<file path="src/rtl/space_key_pacer.sv">
// Space-key front end for the bouncing position counter: synchronizes and
// debounces the key, toggles run/hold on each accepted press, and paces inc.
module space_key_pacer #(
    parameter int DB_CYC = 1000000,
    parameter int DIV    = 5000000
) (
    input  logic clk,
    input  logic rst,
    input  logic key_raw,
    output logic inc,
    output logic key_pulse,
    output logic running,
    output logic key_level
);

    localparam int DBW = $clog2(DB_CYC + 1);
    localparam int PW  = $clog2(DIV + 1);
    localparam logic [DBW-1:0] DB_LAST = DBW'(DB_CYC - 1);
    localparam logic [PW-1:0]  P_LAST  = PW'(DIV - 1);

    typedef enum logic [1:0] {IDLE, PRESS_CHK, HELD, REL_CHK} state_t;

    state_t          state_q, state_d;
    logic [DBW-1:0]  db_cnt_q, db_cnt_d;
    logic [PW-1:0]   pcnt_q, pcnt_d;
    logic            s1_q, key_s_q;
    logic            inc_q, inc_d;
    logic            kp_q, kp_d;
    logic            run_q, run_d;
    logic            press_acc;

    // Two-flop synchronizer; key_raw is asynchronous to clk.
    always_ff @(posedge clk or negedge rst) begin
        if (!rst) begin
            s1_q    <= 1'b0;
            key_s_q <= 1'b0;
        end else begin
            s1_q    <= key_raw;
            key_s_q <= s1_q;
        end
    end

    always_ff @(posedge clk or negedge rst) begin
        if (!rst) begin
            state_q  <= IDLE;
            db_cnt_q <= '0;
            pcnt_q   <= '0;
            inc_q    <= 1'b0;
            kp_q     <= 1'b0;
            run_q    <= 1'b0;
        end else begin
            state_q  <= state_d;
            db_cnt_q <= db_cnt_d;
            pcnt_q   <= pcnt_d;
            inc_q    <= inc_d;
            kp_q     <= kp_d;
            run_q    <= run_d;
        end
    end

    always_comb begin
        state_d   = state_q;
        db_cnt_d  = db_cnt_q;
        press_acc = 1'b0;
        case (state_q)
            IDLE: begin
                if (key_s_q) begin
                    state_d  = PRESS_CHK;
                    db_cnt_d = '0;
                end
            end
            PRESS_CHK: begin
                if (!key_s_q) begin
                    state_d = IDLE;
                end else if (db_cnt_q == DB_LAST) begin
                    state_d   = HELD;
                    press_acc = 1'b1;
                end else begin
                    db_cnt_d = db_cnt_q + 1'b1;
                end
            end
            HELD: begin
                if (!key_s_q) begin
                    state_d  = REL_CHK;
                    db_cnt_d = '0;
                end
            end
            REL_CHK: begin
                // A high sample here is release bounce: back to HELD, no pulse.
                if (key_s_q) begin
                    state_d = HELD;
                end else if (db_cnt_q == DB_LAST) begin
                    state_d = IDLE;
                end else begin
                    db_cnt_d = db_cnt_q + 1'b1;
                end
            end
            default: state_d = IDLE;
        endcase
    end

    // A stop toggle on the wrap edge must win, so press_acc forces pcnt/inc to 0.
    always_comb begin
        kp_d  = press_acc;
        run_d = run_q ^ press_acc;
        if (!run_q || press_acc) begin
            pcnt_d = '0;
            inc_d  = 1'b0;
        end else if (pcnt_q == P_LAST) begin
            pcnt_d = '0;
            inc_d  = 1'b1;
        end else begin
            pcnt_d = pcnt_q + 1'b1;
            inc_d  = 1'b0;
        end
    end

    assign inc       = inc_q;
    assign key_pulse = kp_q;
    assign running   = run_q;
    assign key_level = (state_q == HELD) || (state_q == REL_CHK);

endmodule
</file>
<file path="config.mk">
export PLATFORM = sky130hd
export DESIGN_NAME = space_key_pacer
export DESIGN_NICKNAME = d
export VERILOG_FILES = /design/src/rtl/space_key_pacer.sv
export SDC_FILE = /design/constraint.sdc
export NUM_CORES = 1
export LEC_CHECK = 0
export CELL_PAD_IN_SITES_DETAIL_PLACEMENT = 1
export CELL_PAD_IN_SITES_GLOBAL_PLACEMENT = 2
export CORE_UTILIZATION = 37
export DETAILED_ROUTE_END_ITERATION = 6
export DONT_BUFFER_PORTS = 1
export GPL_TIMING_DRIVEN = 0
export HOLD_SLACK_MARGIN = 0.08
export PLACE_DENSITY_LB_ADDON = 0.1
export SETUP_SLACK_MARGIN = 0.4
export SLEW_MARGIN = 20
export SYNTH_ARGS = -nofsm -noshare
export SYNTH_HDL_FRONTEND = slang
export SYNTH_SLANG_ARGS = --single-unit
</file>
<file path="constraint.sdc">
create_clock -name clk -period 2.7 [get_ports clk]
set_input_delay 0.54 -clock clk [delete_from_list [all_inputs] [get_ports clk]]
set_output_delay 0.54 -clock clk [all_outputs]
set_load 0.03 [all_outputs]
</file>
==> results.sh, run 1 <==
export IMPL_fin_crit_sh_pct=92.3
export IMPL_relSlewSlack_pct=46.7
export IMPL_avgSynthCellArea_um2=9.29
export IMPL_ys_top_cells_by_count="dfrtp_1 (50), nor2_1 (29), nand2_1 (25)"
export IMPL_critical_path_cell_chain="or4bb_1 > or4_4 > nor3_4 > nand3_2 > ha_4 > o31ai_4 > clkbuf_8 > nor2_1"
export IMPL_io_pins=7
export IMPL_endpoint_kind="flip-flop"
export IMPL_hold_class="primary input to flip-flop"
export IMPL_ant_nets=0
export IMPL_die_area_um2=7910
export IMPL_syn_inst=301
export IMPL_cp_slowest_stage_delay_ns=0.58
export IMPL_die_h_um=88.9
export IMPL_path_buf_inv=1
export IMPL_drtPass1Iterations=4
export IMPL_grt_remaining_overflow=0
export IMPL_drt_initial_drc_count=102
export IMPL_path_clk_slew_ns=0.10
export IMPL_vias=2400
export IMPL_core_um2=7290
export IMPL_slew_violations=0
export IMPL_synth_cell_area_um2=2800
export IMPL_cp_arrival_ns=2.70
export IMPL_fp_row_count=31
export IMPL_die_w_um=88.9
export IMPL_clk_path_buf_depth=2
export IMPL_synth_cell_type_count=54
export IMPL_ys_seq_elements=50
export IMPL_run_status="completed"
export IMPL_crit_family="simple AND/OR/NAND/NOR gates"
export IMPL_yosysTopAreaCell="dfrtp_1"
export IMPL_fin_nets=324
export IMPL_yosysSeqAreaShare_pct=44.7
export IMPL_clock_tree_root_cell="clkbuf_8"
export IMPL_hold_viol_final=0
export IMPL_htreeDepth=2
export IMPL_fmax_mhz=401
export IMPL_p_leak_nw=1.19
export IMPL_synth_ff_type="dfrtp_1"
export IMPL_antenna_found_initial=0
export IMPL_vdd_drop_max_v=0.000245
export IMPL_dp_hpwl_um=5050
export IMPL_rsz0062_at_grt="true"
export IMPL_cpMaxStageDelayCell="or4_4"
export IMPL_clock_latency_ns=0.31
export IMPL_finalInstanceArea_um2=3260
export IMPL_ys_async_sr_fraction_pct=100
export IMPL_synth_edf_count=0
export IMPL_worstSetupStartpointType="flip-flop"
export IMPL_grt_pass1_wl_um=12800
export IMPL_worstSetupPathType="flip-flop to flip-flop"
export IMPL_r2r_slack_ns=0.21
export IMPL_place_area_um2=2990
export IMPL_clock_sinks=50
export IMPL_drt_wl_total_um=7560
export IMPL_powerDensity_nw_per_um2=422
export IMPL_drive_above_1_share_pct=18.5
export IMPL_yosysMostFrequentCell="dfrtp_1"
export IMPL_crit_required_ns=2.91
export IMPL_crit_fanout=6
export IMPL_cts_inserted_buffers=5
export IMPL_initial_utilization_pct=38.3
export IMPL_worstMarginPinSlew_ns=0.797
export IMPL_fin_skew_ns=0.00710
export IMPL_setup_viol=0
export IMPL_grt_max_degree=51
export IMPL_min_period_ns=2.49
export IMPL_gp_congestion=0.811
export IMPL_grt_pass1_vias=2360
export IMPL_port_buffers=0
export IMPL_syn_num_nets=307
export IMPL_yosysWarnings=0
export IMPL_avgRoutedWirePerCell_um=18.1
export IMPL_yosys_area_top_type_share_pct=44.7
export IMPL_groute_usage_overall_pct=21.6
export IMPL_setup_tns_ns=0
export IMPL_vias_per_cell=5.74
export IMPL_drc=0
export IMPL_fillers=884
export IMPL_cts_tree="built"
export IMPL_maxCapViolCount=0
export IMPL_diodes=0
export IMPL_synth_area_leaders="dfrtp_1 (45%), nor2_1 (3.9%), nand3_1 (3.6%)"
export IMPL_syn2layout_area_growth_pct=16.5
worst reg2reg max path, stage by stage, from the launching register on:
cell,delay [ns]
dfrtp_2,0.41
or4bb_1,0.49
or4_4,0.58
nor3_4,0.17
nand3_2,0.12
ha_4,0.21
o31ai_4,0.11
clkbuf_8,0.24
nor2_1,0.05
layout by cell type, fill, tap and decap left out, types with 7 or more instances in the layout:
| master | count |
|---|---|
| inv_1 | 13 |
| dfrtp_1 | 47 |
| nand4_1 | 12 |
| a21oi_1 | 7 |
| xnor2_1 | 7 |
| nor3_1 | 9 |
| nand2_1 | 25 |
| clkbuf_1 | 7 |
| a21oi_2 | 9 |
| o21ai_0 | 9 |
| nor2_1 | 25 |
| clkbuf_8 | 7 |
| nand3_1 | 18 |
worst paths after layout:
| path | from | endpoint | depth (start not counted) |
|---|---|---|---|
| max | db_cnt_q[8] | pcnt_q[13] | 8 |
| min | key_raw | s1_q | 0 |
| max reg2reg | db_cnt_q[8] | pcnt_q[13] | 8 |
| min reg2reg | s1_q | key_s_q | 0 |
| max in group asynchronous | rst | db_cnt_q[7] | 2 |
| min in group asynchronous | rst | db_cnt_q[16] | 2 |
routing by layer:
layer / wire (um) / vias up / global-route usage (%) / part of all wire, %
li1: - / 1158 / - / -
met3: 217 / 7 / 3.42 / 2.9
met2: 3260 / 30 / 31.7 / 43
met5: 0 / - / 0 / 0
met1: 4000 / 1205 / 33.5 / 53
met4: 76 / 0 / 4.76 / 1.0
registers in the layout, indices dropped and copies added (netlist names), named ones only:
signal,count
key_pulse,1
state_q,1
s1_q,1
key_s_q,1
inc,1
db_cnt_q,20
running,1
pcnt_q,23
through the flow:
stage	hold slack [ns]	power (W)	util (%)	instances	setup WS (ns)
5_1_grt	0.234	0.00144	44.7	418	0.100
4_1_cts	0.242	0.00140	44.6	418	0.197
2_1_floorplan	0.244	0.000807	-	301	0.304
3_3_place_gp	0.246	0.000822	40.9	400	0.0607
3_5_place_dp	0.246	0.000823	41.0	400	0.0287
6_report	0.252	0.00137	44.7	418	0.207
final cells by class:
cell class / count / area, um^2 / area share, %
clock inverter: 2 / 37.5 / 1.15
tap: 99 / 124 / 3.80
timing repair buffer: 10 / 108 / 3.30
sequential: 50 / 1250 / 38.5
buffer: 11 / 61.3 / 1.88
multi-input combinational: 227 / 1550 / 47.6
clock buffer: 6 / 72.6 / 2.23
inverter: 13 / 48.8 / 1.50
power breakdown:
| group | total [W] | switching [W] | leakage [nW] | internal, W |
|---|---|---|---|---|
| Clock | 0.000546 | 0.000269 | 0.0514 | 0.000277 |
| Sequential | 0.000765 | 0.00000979 | 0.685 | 0.000755 |
| Combinational | 0.0000643 | 0.0000451 | 0.459 | 0.0000192 |
| Total | 0.00137 | 0.000323 | 1.19 | 0.00105 |
timing repair:
item,in CTS,in global routing
resized for setup,14,5
setup buffers,6,0
pin swaps,5,1
cloned,2,0
hold endpoints to repair,50,0
setup endpoints to repair,35,36
hold buffers,2,0
cells by family (layout without fill, tap and decap cells):
logic type      count (synthesis)  count (layout)  share of synthesized area (%)
fa+ha+maj                       3               3                           1.34
compound gates                 63              63                           15.6
xor+xnor                       14              14                           4.38
simple gates                  142             142                           28.4
buf+inv                        24              42                           3.53
flops                          50              50                           44.7
mux                             5               5                           2.01
No activity file was read; power rests on OpenSTA's default activity.
==> run 2, diff against run 1 <==
Settings changed: CTS_CLUSTER_DIAMETER set to 120, SLEW_MARGIN 20 to not set.
==> run 2 against run 1 <==
Clock-buffer cell count rose by 1. Sequential power barely moved. Non-clock buffer count fell by 1. Clock power fell by 13%. Sequential cell count did not move. Via count rose by 0.75%. Routed wire length rose by 0.86%. Largest power group unchanged.
==> results.sh, run 2 (same netlist as run 1, synthesis figures left out) <==
export IMPL_regMostFlops="pcnt_q"
export IMPL_drive_above_1_share_pct=20.4
export IMPL_p_sw_share_pct=24.4
export IMPL_dp_hpwl_um=5030
export IMPL_powerDensity_nw_per_um2=402
export IMPL_vias=2418
export IMPL_crit_family="simple AND/OR/NAND/NOR gates"
export IMPL_fp_row_count=31
export IMPL_maxCapViolCount=0
export IMPL_antenna_found_initial=0
export IMPL_path_clk_slew_ns=0.10
export IMPL_fin_crit_sh_pct=93.1
export IMPL_cp_slowest_stage_delay_ns=0.58
export IMPL_worstMarginPinSlew_ns=0.781
export IMPL_crit_fanout=6
export IMPL_cpMaxStageDelayCell="or4_4"
export IMPL_drtPass1Iterations=4
export IMPL_worstSetupPathType="flip-flop to flip-flop"
export IMPL_grt_max_degree=51
export IMPL_p_switching_w=0.000318
export IMPL_p_clk_share_pct=36.5
export IMPL_grt_remaining_overflow=0
export IMPL_io_pins=7
export IMPL_largest_reg_flops=23
export IMPL_final_cell_mix="dfrtp_1 (46), nand2_1 (25), nor2_1 (21)"
export IMPL_die_h_um=88.9
export IMPL_intPower_w=0.000986
export IMPL_slew_violations=0
export IMPL_r2r_end="pcnt_q[13]"
export IMPL_fmax_mhz=398
export IMPL_syn2layout_area_growth_pct=16.1
export IMPL_r2r_slack_ns=0.19
export IMPL_path_depth=8
export IMPL_final_common_cell="dfrtp_1"
export IMPL_avgRoutedWirePerCell_um=18.3
export IMPL_p_total_w=0.00130
export IMPL_critical_path_cell_chain="or4bb_1 > or4_4 > nor3_4 > nand3_2 > ha_4 > o31ai_4 > clkbuf_8 > nor2_1"
export IMPL_cts_inserted_buffers=5
export IMPL_p_seq_share_pct=58.6
export IMPL_drt_wl_total_um=7620
export IMPL_drt_initial_drc_count=101
export IMPL_diodes=0
export IMPL_r2r_start="db_cnt_q[7]"
export IMPL_vias_per_cell=5.80
export IMPL_critical_path_endpoint="pcnt_q[13]"
export IMPL_cp_arrival_ns=2.72
export IMPL_vdd_drop_max_v=0.000180
export IMPL_drc=0
export IMPL_combPwrFrac_pct=4.9
export IMPL_worstSetupStartpointType="flip-flop"
export IMPL_relSlewSlack_pct=47.8
export IMPL_setup_worst_path_start="db_cnt_q[7]"
export IMPL_p_leak_nw=1.19
export IMPL_hold_viol_final=0
export IMPL_clock_latency_ns=0.31
export IMPL_reg_top3="pcnt_q (23), db_cnt_q (20)"
export IMPL_min_period_ns=2.51
export IMPL_core_um2=7290
export IMPL_setup_viol=0
export IMPL_die_area_um2=7910
export IMPL_grt_pass1_wl_um=12800
export IMPL_hold_class="primary input to asynchronous set/reset pin"
export IMPL_multiInputGateArea_um2=1560
export IMPL_crit_required_ns=2.90
export IMPL_htreeDepth=2
export IMPL_clk_path_buf_depth=2
export IMPL_dp_cells=400
export IMPL_r2r_cells=8
export IMPL_stdcell_count=417
export IMPL_groute_usage_overall_pct=21.7
export IMPL_port_buffers=0
export IMPL_die_w_um=88.9
export IMPL_fin_skew_ns=0.00999
export IMPL_fillers=874
export IMPL_rsz0062_at_grt="true"
export IMPL_path_buf_inv=1
export IMPL_run_status="completed"
export IMPL_initial_utilization_pct=38.3
export IMPL_endpoint_kind="flip-flop"
export IMPL_seqCellArea_um2=1260
export IMPL_ant_nets=0
export IMPL_cts_tree="built"
export IMPL_clock_sinks=50
export IMPL_fin_nets=323
export IMPL_setup_tns_ns=0
export IMPL_clock_tree_root_cell="clkbuf_8"
export IMPL_grt_pass1_vias=2353
export IMPL_gp_congestion=0.811
run 2: area by class of cell:
type | instances | share of cell area, %
Multi-Input combinational cell | 227 | 48.1
Sequential cell | 50 | 38.7
Tap cell | 99 | 3.82
Timing Repair Buffer | 9 | 3.01
Clock buffer | 7 | 2.66
Buffer | 11 | 1.93
Inverter | 13 | 1.50
Clock inverter | 1 | 0.270
run 2: power groups by stage:
stage	clock network, W	registers, W	logic, W
after floorplan	0	0.000776	0.0000303
after global placement	0	0.000779	0.0000434
after detailed placement	0	0.000779	0.0000437
after CTS	0.000504	0.000765	0.0000656
after global routing	0.000535	0.000766	0.0000737
final	0.000476	0.000764	0.0000636
run 2: worst min path at each step:
stage	startpoint	to	slack (ns)	cells after the start
after detailed placement	rst	db_cnt_q[16]	0.25	0
after global routing	rst	db_cnt_q[10]	0.09	1
after floorplan	rst	asynchronous set/reset pin	0.24	0
after CTS	rst	pcnt_q[5]	0.08	1
after global placement	rst	db_cnt_q[16]	0.25	0
final	rst	db_cnt_q[10]	0.08	1
run 2: per-layer routing:
metal  wire, um  track usage (%)  part of all wire (%)
met5          0                0                     0
met4         82             5.19                   1.1
met3        212             2.86                   2.8
met2       3310             31.2                    43
met1       4010             34.3                    53
run 2: what timing repair did:
item,CTS,global route
pin swaps,5,0
cloned,2,0
hold endpoints to repair,50,0
hold buffers,1,0
endpoints found under the setup margin,35,38
buffers inserted,6,0
resized for setup,12,14
run 2: through the flow:
stage          setup WS (ns)  cell area (um^2)  util (%)  hold slack, ns
2_1_floorplan          0.304              2860         -           0.244
3_3_place_gp          0.0607              2980      40.9           0.246
3_5_place_dp          0.0267              2980      40.9           0.246
4_1_cts                0.190              3210      44.1          0.0838
5_1_grt               0.0855              3250      44.5          0.0884
6_report               0.186              3250      44.5          0.0767
